==> src/rtl/filter_stream_ctrl.sv <==
// filter_stream_ctrl: writes raster rows into a 3x3 row-buffered filter and streams out interior filtered pixels
// Ports: clk/reset (async, active-high); start pulse; s_data/s_valid/s_ready source stream;
//   f_d_in/f_wren/f_cursor/f_d_out/f_d_rdy filter interface; m_data/m_valid/m_ready sink stream;
//   busy (frame in progress), done (1-cycle end pulse), err (sticky d_rdy timeout).
module filter_stream_ctrl #(
  parameter int BLOCK_LENGTH = 720,
  parameter int ROWS = 480,
  parameter int RD_SETTLE = 3,
  parameter int RDY_TIMEOUT = 15
) (
  input  logic        clk,
  input  logic        reset,
  input  logic        start,
  input  logic [15:0] s_data,
  input  logic        s_valid,
  output logic        s_ready,
  output logic [15:0] f_d_in,
  output logic        f_wren,
  output logic [9:0]  f_cursor,
  input  logic [15:0] f_d_out,
  input  logic        f_d_rdy,
  output logic [15:0] m_data,
  output logic        m_valid,
  input  logic        m_ready,
  output logic        busy,
  output logic        done,
  output logic        err
);
  localparam int RW = $clog2(ROWS + 1);
  localparam int CW = $clog2(RD_SETTLE + RDY_TIMEOUT + 1);
  typedef enum logic [2:0] {IDLE, WR_ROW, WR_GAP, RD_SET, RD_WAIT, OUT, FIN} state_t;
  state_t state, state_n;
  logic [9:0] col;
  logic [RW-1:0] row, row_inc;
  logic [CW-1:0] cnt;
  logic last;
  logic rd_go;
  assign row_inc = row + 1'b1;
  // sample window opens after the settle cycles; the final window cycle forces a decision
  assign rd_go = (cnt >= CW'(RD_SETTLE)) && (f_d_rdy || cnt == CW'(RD_SETTLE + RDY_TIMEOUT - 1));
  always_comb begin
    state_n = state;
    case (state)
      IDLE:    state_n = start ? WR_ROW : IDLE;
      WR_ROW:  state_n = last ? WR_GAP : WR_ROW;
      WR_GAP:  state_n = row_inc >= RW'(3) ? RD_SET : row_inc < RW'(ROWS) ? WR_ROW : FIN;
      RD_SET:  state_n = RD_WAIT;
      RD_WAIT: state_n = rd_go ? OUT : RD_WAIT;
      OUT:     state_n = !m_ready ? OUT : col != 10'(BLOCK_LENGTH - 2) ? RD_SET :
                         row < RW'(ROWS) ? WR_ROW : FIN;
      FIN:     state_n = IDLE;
      default: state_n = IDLE;
    endcase
  end
  // last marks the extra WR_ROW cycle that presents the final column's write
  assign s_ready = state == WR_ROW && !last;
  assign f_wren  = state == WR_ROW;
  assign m_valid = state == OUT;
  assign busy    = state != IDLE;
  assign done    = state == FIN;
  always_ff @(posedge clk or posedge reset) begin
    if (reset) begin
      state    <= IDLE;
      col      <= '0;
      row      <= '0;
      cnt      <= '0;
      last     <= 1'b0;
      f_d_in   <= '0;
      f_cursor <= '0;
      m_data   <= '0;
      err      <= 1'b0;
    end else begin
      state <= state_n;
      case (state)
        IDLE: if (start) begin
          row  <= '0;
          col  <= '0;
          err  <= 1'b0;
          last <= 1'b0;
        end
        WR_ROW: if (s_valid && s_ready) begin
          f_d_in   <= s_data;
          f_cursor <= col;
          col      <= col + 10'd1;
          last     <= col == 10'(BLOCK_LENGTH - 1);
        end
        WR_GAP: begin
          row  <= row_inc;
          col  <= row_inc >= RW'(3) ? 10'd1 : 10'd0;
          last <= 1'b0;
        end
        RD_SET: begin
          f_cursor <= col;
          cnt      <= '0;
        end
        RD_WAIT: begin
          cnt <= cnt + 1'b1;
          if (rd_go) begin
            m_data <= f_d_rdy ? f_d_out : 16'h0000;
            err    <= err | !f_d_rdy;
          end
        end
        OUT: if (m_ready) col <= col == 10'(BLOCK_LENGTH - 2) ? 10'd0 : col + 10'd1;
        default: ;
      endcase
    end
  end
endmodule

==> config.mk <==
export PLATFORM = sky130hd
export DESIGN_NAME = filter_stream_ctrl
export DESIGN_NICKNAME = d
export VERILOG_FILES = /design/src/rtl/filter_stream_ctrl.sv
export SDC_FILE = /design/constraint.sdc
export NUM_CORES = 1
export LEC_CHECK = 0
export BUFFER_PORTS_ARGS = -buffer_cell sky130_fd_sc_hd__buf_2
export CORE_MARGIN = 2
export CORE_UTILIZATION = 50
export CTS_CLUSTER_SIZE = 8
export DETAILED_ROUTE_END_ITERATION = 8
export GPL_TIMING_DRIVEN = 0
export PLACE_DENSITY_LB_ADDON = 0.05
export SLEW_MARGIN = 20
export SYNTH_ARGS = -nofsm -noshare
export SYNTH_HDL_FRONTEND = slang
export SYNTH_SLANG_ARGS = --single-unit
export TNS_END_PERCENT = 20
==> constraint.sdc <==
create_clock -name clk -period 2.45 [get_ports clk]
set_clock_uncertainty 0.2 [all_clocks]
set_input_delay 0.1225 -clock clk [delete_from_list [all_inputs] [get_ports clk]]
set_output_delay 0.1225 -clock clk [all_outputs]
set_load 0.005 [all_outputs]
**Word-level counts from Yosys, hierarchy flattened**

Index checks and enable logic that the tools add are counted.
Widths: inputs -> output; s select.

- RAM bits: 0
- Output and inout port bits: 48
- Bits in read-only memories: 0
- Memories kept: 0
- Register bits: 71
- Bits in latches: 0

- Reductions and logical operators: 21
- Shifts and indexed selects: 0
- Muxes and demuxes: 26
- Equal/unequal tests: 14
- Order comparisons: 4
- $add $sub $neg: 3
- Bitwise operators: 1
- $mul: 0
- Div/mod/pow operators: 0

Operators with widths:

| cell | number |
|---|---|
| $mux 10 | 5 |
| $pmux 10 s4 | 1 |
| $eq 10x10->1 const B | 2 |
| $pmux 10 s2 | 1 |
| $lt 9x9->1 const B | 2 |
| $pmux 3 s6 | 1 |
| $pmux 9 s2 | 1 |
| $mux 16 | 1 |
| $mux 3 | 5 |
| $add 10x1->10 const B | 1 |
| $ne 10x10->1 const B | 1 |
| $pmux 5 s2 | 1 |
| $add 9x1->9 const B | 1 |
| $eq 3x3->1 const B | 3 |
| $ge 9x2->1 const B | 1 |
| $mux 9 | 1 |
| $reduce_and 2->1 | 4 |
| $reduce_bool 2->1 | 4 |
| $eq 3x2->1 const B | 2 |
| $mux 1 | 6 |
| $reduce_and 3->1 | 2 |
| $reduce_bool 3->1 | 2 |
| $add 5x1->5 const B | 1 |
| $eq 5x5->1 const B | 1 |
| other kinds (14) | 19 |

**Longest topological paths before layout**

- Word-level depth: 5
- Mapped depth: 7
- Gate-level depth less buffers: 7

**Worst setup path before layout**

No wires, ideal clock.

- Path type: register -> register
- Start: reg row[0]
- End: reg col[0]
- Path buffers: 0
- Library setup time: 0.139 ns
- Data arrival time: 1.707 ns
- Stages on the path, launching flop included: 6
- Setup slack: 0.404 ns
- Path through: dfrtp_1 > ha_1 > o311a_1 > a2111o_1 > o41ai_2 > o211ai_2

- Word-level cells in the longest chain between the ends: 4

Ends and longest elaborated chain:

| element | line | RTL |
|---|---|---|
| start, declared | 34 | `logic [RW-1:0] row, row_inc;` |
| start signal, assigned | 88 | `row <= row_inc;` |
| $add 9x1->9 | 38 | `assign row_inc = row + 1'b1;` |
| $ge 9x2->1 | 89 | `col <= row_inc >= RW'(3) ? 10'd1 : 10'd0;` |
| $mux 1 | 89 |  |
| $pmux 10 s4 | 74 | `case (state)` |
| end signal, assigned | 84 | `col <= col + 10'd1;` |
| end signal, assigned | 89 |  |
| end signal, assigned | 103 | `OUT: if (m_ready) col <= col == 10'(BLOCK_LENGTH - 2) ? 10'd0 : col + 10'd1;` |
| end, declared | 33 | `logic [9:0] col;` |

Every way passes these cells.
A chain may end at the register's enable or synchronous reset.

**Worst setup path in the final report**

- Start: reg row[1]
- End: reg col[0]

Same word-level chain as after synthesis.

==> run_results.csv <==
group,metric,value,unit
worst_setup_path,startpoint_type,"flip-flop",
route,vias,2828,
floorplan,initial_core_util,0.524,
global_routing,grt_overflow,0,
clocking,post_cts.repair.setup_buffers,0,
global_routing,track_usage,0.227,
layout,drive_gt1_frac,0.354,
sta,setup_viol,0,
place,place_congestion,0.857,
sta,whs,44.0,ps
power,clockPowerShare,0.336,
route,drt-met1-wl,3.78,mm
route,drtAntennaViolNets,0,
run,cap_violations,0,
sta,rsz0062_at_grt,"no",
sta,finalHoldViolCount,0,
yosys,ys_ff_latch,71,
route,drcViolationCount,0,
yosys,syn_nets,348,
route,first_pass_iters,4,
global_routing,grt_pass1_vias,2704,
yosys,synth_edf_count,0,
floorplan,dieWidth,86.1,µm
worst_setup_path,crit_fanout,7,
power,switching_share,0.269,
layout,nets,481,
yosys,syn_inst,304,
power,total_power,2960,µW
run_status,status,"finished, final reports clean",
route,drtIter0Drc,78,
floorplan,core.rowCount,29,
sta,fin_crit_sh,0.958,
layout,antennaDiodeCount,0,
hold_path,worstHoldPathType,"in -> reg",
route,wl_per_cell,15.6,µm
worst_setup_path,reg2reg_slack,100,ps
place,hpwl,5.14,mm
floorplan,top_level_ports,86,
route,viasPerCell,5.46,
power,internal_power,2170,µW
worst_setup_path,worstPathArrival,2350,ps
layout,syn_to_final_growth,33.9,%
layout,utilization,0.702,
layout,nFillCells,491,
worst_setup_path,cpPeakStageDelay,470,ps
worst_setup_path,required,2450,ps
yosys,seq_area_frac_synth,0.527,
clocking,cts_made_buffers,9,
yosys,synth_ff_type,"dfrtp_1",
sta,relSlewSlack,0.481,
power,p_switching,796,µW
clocking,htree_levels,3,
sta,fmaxAchievable,426,MHz
yosys,synth.distinct_cells,53,
route,route.met2.wl,3.81,mm
global_routing,grt_pass1_wl,13.2,mm
clocking,clock_latency,340,ps
sta,slew_violations,0,
clocking,clkTransAtPathRegs,70,ps
sta,worst_slew_pin_slew,770,ps
layout,final_cells,518,
worst_setup_path,worstSetupPathType,"reg -> reg",
place,placedCellCount,467,
power,irDropWorstVdd,0.000349,V
clocking,ctsLongestPathBuffers,2,
worst_setup_path,crit_chain,"ha_1 > nand4_1 > o311a_1 > a2111o_1 > o41ai_2 > o211ai_2",
clocking,ctsRootBufferMaster,"clkbuf_8",
clocking,clkSinkCount,71,
clocking,cts_tree,"built",
yosys,postSynthAreaPerCell,11.1,µm²
route,wl_met3,426,µm
power,power.share.sequential,0.481,
floorplan,die_h,86.1,µm
power,combPwrFrac,0.183,
route,top_layer,"met4",
sta,fin_crit,2350,ps
route,drt-total-wl,8.09,mm
global_routing,antenna_found_initial,0,
yosys,yosysWarnings,0,
place,numPortBuffers,85,
worst_setup_path,endpoint_kind,"flip-flop",
yosys,syn_area,3370,µm²
worst_setup_path,slowest_stage,"dfrtp_1",
floorplan,core,6420,µm²
global_routing,grt_max_degree,58,
yosys,synthArstFlopShare,1.00,
floorplan,dieArea,7410,µm²
power,cellLeakagePower,0.00219,µW
power,p_per_area,657,nW/µm²
logic make-up after synthesis:
group / count (synthesis) / share of synthesized area
AO/OA/AOI/OAI: 80 / 0.171
XOR/XNOR: 1 / 0.00260
adder cells (fa/ha/maj): 6 / 0.0223
buffers and inverters: 23 / 0.0375
flip-flops: 71 / 0.527
multiplexers: 28 / 0.0936
AND/OR/NAND/NOR: 95 / 0.145
power groups by stage:
stage                     Sequential (µW)  Combinational [µW]  Clock (µW)
after floorplan                      1430                 299           0
after global placement               1440                 481           0
after detailed placement             1450                 498           0
after CTS                            1420                 544        1020
after global routing                 1450                 596        1070
final                                1430                 542         995
cells in the final DEF, fill, tap and decap left out, drive strengths merged, types with 5 or more instances in the layout:
cell,synthesis,routed
and3,7,7
inv,9,9
o21ai,30,30
dfrtp,71,71
a22o,17,17
mux2,28,28
and2,5,5
buf,8,94
nand3,12,12
dlygate4sd3,0,36
nand2,26,26
a21oi,6,6
ha,6,6
nor2,20,20
clkbuf,6,15
o31ai,9,9
synthesized netlist by cell type (5+ instances only):
master | n | share of area
a22o_1 | 17 | 0.044
inv_1 | 9 | 0.010
a21oi_1 | 6 | 0.0089
o31ai_1 | 8 | 0.018
and2_1 | 5 | 0.0093
mux2_2 | 28 | 0.094
nand3_1 | 12 | 0.018
and3_1 | 5 | 0.0093
o21ai_0 | 27 | 0.040
nor2_1 | 20 | 0.022
ha_1 | 6 | 0.022
dfrtp_1 | 71 | 0.53
nand2_1 | 25 | 0.028
metrics by stage:
step	setup TNS [ps]	worst slack, ps	instance area [µm²]
2_1_floorplan	0	331	3370
3_5_place_dp	0	104	3920
5_1_grt	0	20.7	4510
6_report	0	102	4510
4_1_cts	0	92.9	4490
3_3_place_gp	-35660	-505	3890
cell type report:
type                    count  area, µm²  share of cell area
plain buffers              14       92.6              0.0205
clock buffers               9        124              0.0275
clock inverters             6       86.3              0.0191
inverters                   9       36.3             0.00805
multi-input cells         210       1480               0.329
flip-flops and latches     71       1780               0.395
well taps                  77       96.3              0.0214
repair buffers            122        813               0.180
metal layers:
metal	track usage	vias up
met5	0	-
met3	0.0481	6
met1	0.316	1361
li1	-	1377
met4	0.0722	0
met2	0.357	84
critical path: cells and delay by family (launching register included):
kind,cells,cell delay (ps)
AND/OR/NAND/NOR,1,190
flip-flops,1,470
adder cells (fa/ha/maj),1,290
AO/OA/AOI/OAI,4,1060
path summary, 6_finish.rpt:
| kind | from | to | cells past startpoint |
|---|---|---|---|
| min reg2reg | f_cursor[2] | f_cursor[2] | 1 |
| max reg2reg | row[1] | col[0] | 6 |
| min in group asynchronous | reset | m_data[6] | 3 |
| max in group asynchronous | reset | state[2] | 4 |
| max | row[1] | col[0] | 6 |
| min | f_d_rdy | state[0] | 4 |
sequential cells by signal (all words and copies together), names as in the netlist:
name and count:
cnt 5, m_data 16, last 1, f_d_in 16, row 9, col 10
f_cursor 10, err 1, state 3
timing repair:
item | in CTS | in global routing
gates resized for setup | 0 | 5
hold buffers | 36 | 0
setup endpoints to repair | 0 | 2
endpoints found under the hold margin | 107 | 0
No activity file was read; power rests on OpenSTA's default activity.
